## src/rtl/blink_rtc_if.sv

```systemverilog
// I/O register bus between the Z80-side decoder (master) and the RTC block (slave).
// The slave registers rdata and holds it between mapped reads.
interface blink_rtc_if;
  logic       io_wr;
  logic       io_rd;
  logic [7:0] addr;
  logic [7:0] wdata;
  logic [7:0] rdata;

  modport master (
    output io_wr,
    output io_rd,
    output addr,
    output wdata,
    input  rdata
  );

  modport slave (
    input  io_wr,
    input  io_rd,
    input  addr,
    input  wdata,
    output rdata
  );
endinterface

```

## src/rtl/blink_rtc.sv

```systemverilog
// Blink real-time clock: tick/second/minute cascade, per-source status with
// masking, level irq, and a shadowed multi-byte minute read.
module blink_rtc #(
  parameter int TICK_DIV      = 49152,
  parameter int TICKS_PER_SEC = 200,
  parameter int SECS_PER_MIN  = 60,
  parameter int MIN_W         = 21
) (
  input  logic         mck,
  input  logic         rin,
  input  logic         rtc_hold,
  input  logic         gint,
  blink_rtc_if.slave   bus,
  output logic [2:0]   tsta,
  output logic         irq
);

  localparam int SHD_W = (MIN_W > 8) ? MIN_W - 8 : 1;

  localparam logic [7:0] A_TACK = 8'hB4;
  localparam logic [7:0] A_TMK  = 8'hB5;
  localparam logic [7:0] A_TIM0 = 8'hD0;
  localparam logic [7:0] A_TIM1 = 8'hD1;
  localparam logic [7:0] A_TIMM = 8'hD2;
  localparam logic [7:0] A_SHD0 = 8'hD3;
  localparam logic [7:0] A_SHD1 = 8'hD4;
  localparam logic [7:0] A_SHD2 = 8'hD5;

  logic [15:0]      tck_q,  tck_d;
  logic [7:0]       tim0_q, tim0_d;
  logic [5:0]       tim1_q, tim1_d;
  logic [MIN_W-1:0] timm_q, timm_d;
  logic [SHD_W-1:0] shd_q,  shd_d;
  logic [2:0]       tsta_q, tsta_d;
  logic [2:0]       tmk_q,  tmk_d;
  logic [7:0]       rdata_q, rdata_d;

  logic             tck_term, tim0_term, tim1_term;
  logic [2:0]       set_vec;
  logic [2:0]       clr_vec;
  logic             wr_tack, wr_tmk, rd_timm;
  logic [SHD_W-1:0] shd_cap;
  logic [23:0]      shd_ext;

  assign tck_term  = (tck_q  == 16'(TICK_DIV - 1));
  assign tim0_term = (tim0_q == 8'(TICKS_PER_SEC - 1));
  assign tim1_term = (tim1_q == 6'(SECS_PER_MIN - 1));

  // Status sources are suppressed while the counters are held.
  assign set_vec = rtc_hold ? 3'b000
                 : {tck_term & tim0_term & tim1_term, tck_term & tim0_term, tck_term};

  assign wr_tack = bus.io_wr && (bus.addr == A_TACK);
  assign wr_tmk  = bus.io_wr && (bus.addr == A_TMK);
  assign rd_timm = bus.io_rd && (bus.addr == A_TIMM);
  assign clr_vec = wr_tack ? bus.wdata[2:0] : 3'b000;

  // Upper minute bits exist only when MIN_W exceeds one byte.
  generate
    if (MIN_W > 8) begin : g_shd
      assign shd_cap = timm_q[MIN_W-1:8];
      assign shd_ext = 24'(shd_q);
    end else begin : g_no_shd
      assign shd_cap = '0;
      assign shd_ext = '0;
    end
  endgenerate

  always_comb begin
    tck_d  = tck_q;
    tim0_d = tim0_q;
    tim1_d = tim1_q;
    timm_d = timm_q;
    shd_d  = rd_timm ? shd_cap : shd_q;
    if (rtc_hold) begin
      tck_d  = '0;
      tim0_d = '0;
      tim1_d = '0;
      timm_d = '0;
      shd_d  = '0;
    end else if (tck_term) begin
      tck_d  = '0;
      tim0_d = tim0_term ? 8'd0 : tim0_q + 8'd1;
      if (tim0_term) begin
        tim1_d = tim1_term ? 6'd0 : tim1_q + 6'd1;
        if (tim1_term) begin
          timm_d = timm_q + MIN_W'(1);
        end
      end
    end else begin
      tck_d = tck_q + 16'd1;
    end
  end

  // Set has priority over a same-cycle acknowledge.
  genvar gi;
  generate
    for (gi = 0; gi < 3; gi++) begin : g_tsta
      assign tsta_d[gi] = set_vec[gi] | (tsta_q[gi] & ~clr_vec[gi]);
    end
  endgenerate

  assign tmk_d = wr_tmk ? bus.wdata[2:0] : tmk_q;

  always_comb begin
    rdata_d = rdata_q;
    if (bus.io_rd) begin
      case (bus.addr)
        A_TMK:   rdata_d = {5'b00000, tsta_q};
        A_TIM0:  rdata_d = tim0_q;
        A_TIM1:  rdata_d = {2'b00, tim1_q};
        A_TIMM:  rdata_d = timm_q[7:0];
        A_SHD0:  rdata_d = shd_ext[7:0];
        A_SHD1:  rdata_d = shd_ext[15:8];
        A_SHD2:  rdata_d = shd_ext[23:16];
        default: rdata_d = rdata_q;
      endcase
    end
  end

  always_ff @(posedge mck) begin
    if (rin) begin
      tck_q   <= '0;
      tim0_q  <= '0;
      tim1_q  <= '0;
      timm_q  <= '0;
      shd_q   <= '0;
      tsta_q  <= '0;
      tmk_q   <= '0;
      rdata_q <= '0;
    end else begin
      tck_q   <= tck_d;
      tim0_q  <= tim0_d;
      tim1_q  <= tim1_d;
      timm_q  <= timm_d;
      shd_q   <= shd_d;
      tsta_q  <= tsta_d;
      tmk_q   <= tmk_d;
      rdata_q <= rdata_d;
    end
  end

  assign tsta      = tsta_q;
  assign irq       = gint & |(tsta_q & tmk_q);
  assign bus.rdata = rdata_q;

endmodule

```

## src/flat_wrapper.sv

```systemverilog
// flat-port wrapper written by rule: the top's interface ports become plain ports
module blink_rtc_flat 
#(
  parameter int TICK_DIV      = 49152,
  parameter int TICKS_PER_SEC = 200,
  parameter int SECS_PER_MIN  = 60,
  parameter int MIN_W         = 21
)
  (mck, rin, rtc_hold, gint, tsta, irq, bus_io_wr, bus_io_rd, bus_addr, bus_wdata, bus_rdata);
  blink_rtc_if bus_i ();
  input  logic mck;
  input  logic rin;
  input  logic rtc_hold;
  input  logic gint;
  output logic [2:0] tsta;
  output logic irq;
  input wire logic [$bits(bus_i.io_wr)-1:0] bus_io_wr;
  input wire logic [$bits(bus_i.io_rd)-1:0] bus_io_rd;
  input wire logic [$bits(bus_i.addr)-1:0] bus_addr;
  input wire logic [$bits(bus_i.wdata)-1:0] bus_wdata;
  output wire logic [$bits(bus_i.rdata)-1:0] bus_rdata;
  assign bus_i.io_wr = bus_io_wr;
  assign bus_i.io_rd = bus_io_rd;
  assign bus_i.addr = bus_addr;
  assign bus_i.wdata = bus_wdata;
  assign bus_rdata = bus_i.rdata;
  blink_rtc #(.TICK_DIV(TICK_DIV), .TICKS_PER_SEC(TICKS_PER_SEC), .SECS_PER_MIN(SECS_PER_MIN), .MIN_W(MIN_W)) u_core (.mck(mck), .rin(rin), .rtc_hold(rtc_hold), .gint(gint), .bus(bus_i), .tsta(tsta), .irq(irq));
endmodule
```

## config.mk

```make
export PLATFORM = sky130hd
export DESIGN_NAME = blink_rtc_flat
export DESIGN_NICKNAME = d
export VERILOG_FILES = /design/src/rtl/blink_rtc_if.sv /design/src/rtl/blink_rtc.sv /design/src/flat_wrapper.sv
export SDC_FILE = /design/constraint.sdc
export NUM_CORES = 1
export LEC_CHECK = 0
export ABC_AREA = 1
export CAP_MARGIN = 15
export CORE_ASPECT_RATIO = 0.7
export CORE_MARGIN = 4
export CORE_UTILIZATION = 42
export CTS_CLUSTER_DIAMETER = 30
export DETAILED_ROUTE_END_ITERATION = 8
export PLACE_DENSITY = 0.59
export SYNTH_ARGS = -nofsm -noshare
export SYNTH_HDL_FRONTEND = slang
export SYNTH_SLANG_ARGS = --single-unit
export TNS_END_PERCENT = 100
```

## constraint.sdc

```tcl
create_clock -name mck -period 3.5 [get_ports mck]
set_input_delay 0.875 -clock mck [delete_from_list [all_inputs] [get_ports mck]]
set_output_delay 0.875 -clock mck [all_outputs]
set_load 0.005 [all_outputs]
```

==> summary.md <==
| Metric | Value |
|---|---|
| Met2 GRT Util | 0.245 |
| PostCTS Resize Cnt | 0 |
| Die height | a little over 90 µm |
| Netlist cell types | 34 |
| DRC violations left | 0 |
| Antenna violation net count after detailed routing | 0 |
| DRT Wirelength | 10.5 mm |
| Setup CP Type | input pin to output pin |
| Grt ovf | 0 |
| Clock transition at path regs | around 0.06 ns |
| Final-report hold violation count | 0 |
| Vias per cell | about 5.1 |
| Placer Congestion | ~0.86 |
| CP arrival | 1.91 ns |
| Max clock buf depth | 2 |
| Critical Path Most Common Cell | clkdlybuf4s50_1 |
| Non-Filler Instances | 788 |
| Layout area overhead | 16.1% |
| Die ar. | 0.0120 mm² |
| Worst slew pin tran | 0.525 ns |
| Ant. Diodes | 0 |
| Worst setup EP type | output pin |
| Reg2reg start | u_core.tim0_q[0] |
| Fin util | 0.509 |
| Final Net Count | just under 700 |
| Ys Warns | 0 |
| Post-synthesis mux area share | 0 |
| Share of synthesized registers carrying an async set or reset | 0 |
| Drt pass-1 iters | 7 |
| Post-CTS Setup Inserts | 0 |
| CTS tree | yes |
| Largest net degree at the start of global routing | 28 |
| Synth Area per Inst | between 6 and 7 µm² |
| Final setup TNS | 0 ns |
| Initial antenna violation count | 0 |
| Final setup viols | 0 |
| Max VDD drop | ~200 µV |
| Crit path largest cell delay | between 0.4 and 0.5 ns |
| Port Buf Inserts | 28 |
| Hold Crit Endpoint | u_core.shd_q[9] |
| LEAKAGE | 0.00171 µW |
| Hold depth | 2 |
| Sequential area share after synthesis | 0.362 |
| Xor/xnor share of the synthesized area | 0.0447 |
| HPWL Detailed | 7.79 mm |
| Relative slew slack | 0.650 |
| Pwr Density | about 380 mW/mm² |
| Post-Syn Area | between 0.004 and 0.005 mm² |
| Max-cap violations | 0 |
| Synth Area in Compound Gates | 0.135 |
| RSZ-0062 raised after global routing | false |
| First-pass GRT wire length | ~17 mm |
| Met3 Usage GRT | 0.0386 |
| Min Tclk post-route | roughly 2.8 ns |
| Starting Density | 0.438 |
| CP startpoint kind | input pin |
| Max Fclk | around 360 MHz |
| Worst-path cell chain | clkdlybuf4s50_1 > nand2_1 > inv_1 > clkdlybuf4s50_1 |
| Hold Buf Count CTS | 0 |
| Max Transition Viols Final | 0 |
| Mapped Cells | roughly 630 |
| Final worst path period share | 0.797 |
| Grt peak-use layer | met1 |
| Placed Cells | between 700 and 800 |
| Ys flop type | dfxtp_1 |
| CP Data Required Time | around 2.6 ns |
| Reg-to-reg slack, setup | ~1.0 ns |
| Status | complete, no violations |
| Layout cells sized above 1 | 0.129 |
| IO Pins | 34 |
| CTS HTree Levels | 3 |
| Mapped Nets | between 600 and 700 |
| Crit-path leading delay family | buffers and inverters |
| Worst-case reg-to-reg path depth | 9 |
| CP Buf/Inv Count | 3 |
| #FFs+latches synth | between 70 and 80 |
| Clock root cell | clkbuf_16 |
| EDFF count, synth | 0 |
| Reg2reg end | u_core.timm_q[17] |
| Most frequent cells in the layout | nand2_1 (162), dfxtp_1 (78), nor2_1 (69) |
| Met1 GRT Util | 0.271 |
| Most common cell after layout, fill and taps aside | nand2_1 |
| Critical Path Fanout Max | 1 |
| Hold Crit Class | flop to flop |
| Largest family of logic cells by synthesized area | simple AND/OR/NAND/NOR gates |
| Rows | 30 |
| Hold path start | u_core.shd_q[9] |
| Die Width | 129 µm |
| Sink Count | 78 |
| Vias in the first global route | 3507 |
| TritonCTS Buffers | 9 |
| Skew final | 0.00701 ns |
| DR iter-0 viols | 292 |
| Routed via count | between 3k and 4k |
| Core Footprint | approximately 0.0098 mm² |
| Simple-gate share of the synthesized area | 0.373 |
| Clk_lat worst skew | around 0.33 ns |
| Crit-path slowest cell | clkdlybuf4s50_1 |
| Post-synthesis adder-cell area fraction | 0.0116 |
| GR Util All Layers | 0.177 |
| WL/cell | between 10 and 15 µm |
-- cell families after synthesis --
family / Yosys count
compound gates: 98
simple gates: 346
fa+ha+maj: 4
flops: 78
buf+inv: 79
xor+xnor: 22
-- power by group --
group / internal [µW] / switching [µW]
sequential: 889 / 0.802
clock: 554 / 371
combinational: 26.4 / 44.9
total: 1470 / 417
-- layer usage --
metal  vias up  part of all wire  routed length (µm)
met5         -                 0                   0
met4         0            0.0073                  76
met3         8             0.059                 621
met2       100              0.41                4250
met1      1798              0.53                5530
li1       2081                 -                   -
-- stage by stage --
| stage | power, µW | worst slack (ns) | hold slack, ns | cell area, µm² |
|---|---|---|---|---|
| 2_1_floorplan | 945 | 1.54 | 0.418 | 4310 |
| 3_3_place_gp | 979 | 0.652 | 0.433 | 4700 |
| 3_5_place_dp | 980 | 0.606 | 0.440 | 4700 |
| 4_1_cts | 1920 | 0.698 | 0.450 | 5000 |
| 5_1_grt | 1960 | 0.671 | 0.467 | 5000 |
| 6_report | 1890 | 0.711 | 0.449 | 5000 |
-- worst min-delay path: cells and delay by family (launching register included) --
kind / cells / cell delay (ns)
AO/OA/AOI/OAI: 1 / 0.05
buffers and inverters: 1 / 0.05
flip-flops: 1 / 0.31
-- cell usage after synthesis, types with 4 or more instances --
| cell type | instances | area [µm²] |
|---|---|---|
| a21oi_1 | 44 | 220 |
| a21oi_2 | 20 | 175 |
| buf_2 | 4 | 20.0 |
| clkbuf_1 | 8 | 30.0 |
| dfxtp_1 | 78 | 1560 |
| ha_1 | 4 | 50.1 |
| inv_1 | 62 | 233 |
| nand2_1 | 162 | 608 |
| nand2_2 | 25 | 156 |
| nand3_1 | 44 | 220 |
| nand3b_1 | 4 | 30.0 |
| nand4_1 | 17 | 106 |
| nor2_1 | 69 | 259 |
| nor2_4 | 5 | 56.3 |
| nor3_1 | 7 | 35.0 |
| o21ai_0 | 26 | 130 |
| xnor2_1 | 7 | 61.3 |
| xor2_1 | 15 | 131 |
-- how the worst max path moves through the flow --
stage	startpoint	endpoint	slack (ns)	cells past startpoint
after floorplan	bus_addr[3]	u_core.shd_q[10]	1.54	7
after global placement	bus_addr[3]	u_core.shd_q[2]	0.65	7
after detailed placement	bus_addr[3]	u_core.shd_q[2]	0.61	7
after CTS	gint	irq	0.70	4
after global routing	gint	irq	0.67	4
final	gint	irq	0.71	4
-- state kept, by name (all words and copies together), names as in the netlist --
name,cells
u_core.shd_q,13
u_core.tck_q,16
u_core.tim1_q,6
u_core.tmk_q,3
u_core.timm_q,21
u_core.tim0_q,8
u_core.tsta,3
u_core.bus.rdata,8
-- area by class of cell --
class	count	area [µm²]
flip-flops and latches	78	1560
fillers	988	4830
well taps	128	160
multi-input cells	470	2430
clock inverters	7	73.8
clock buffers	9	225
repair buffers	32	310
inverters	64	241
No activity file was read; power rests on OpenSTA's default activity.
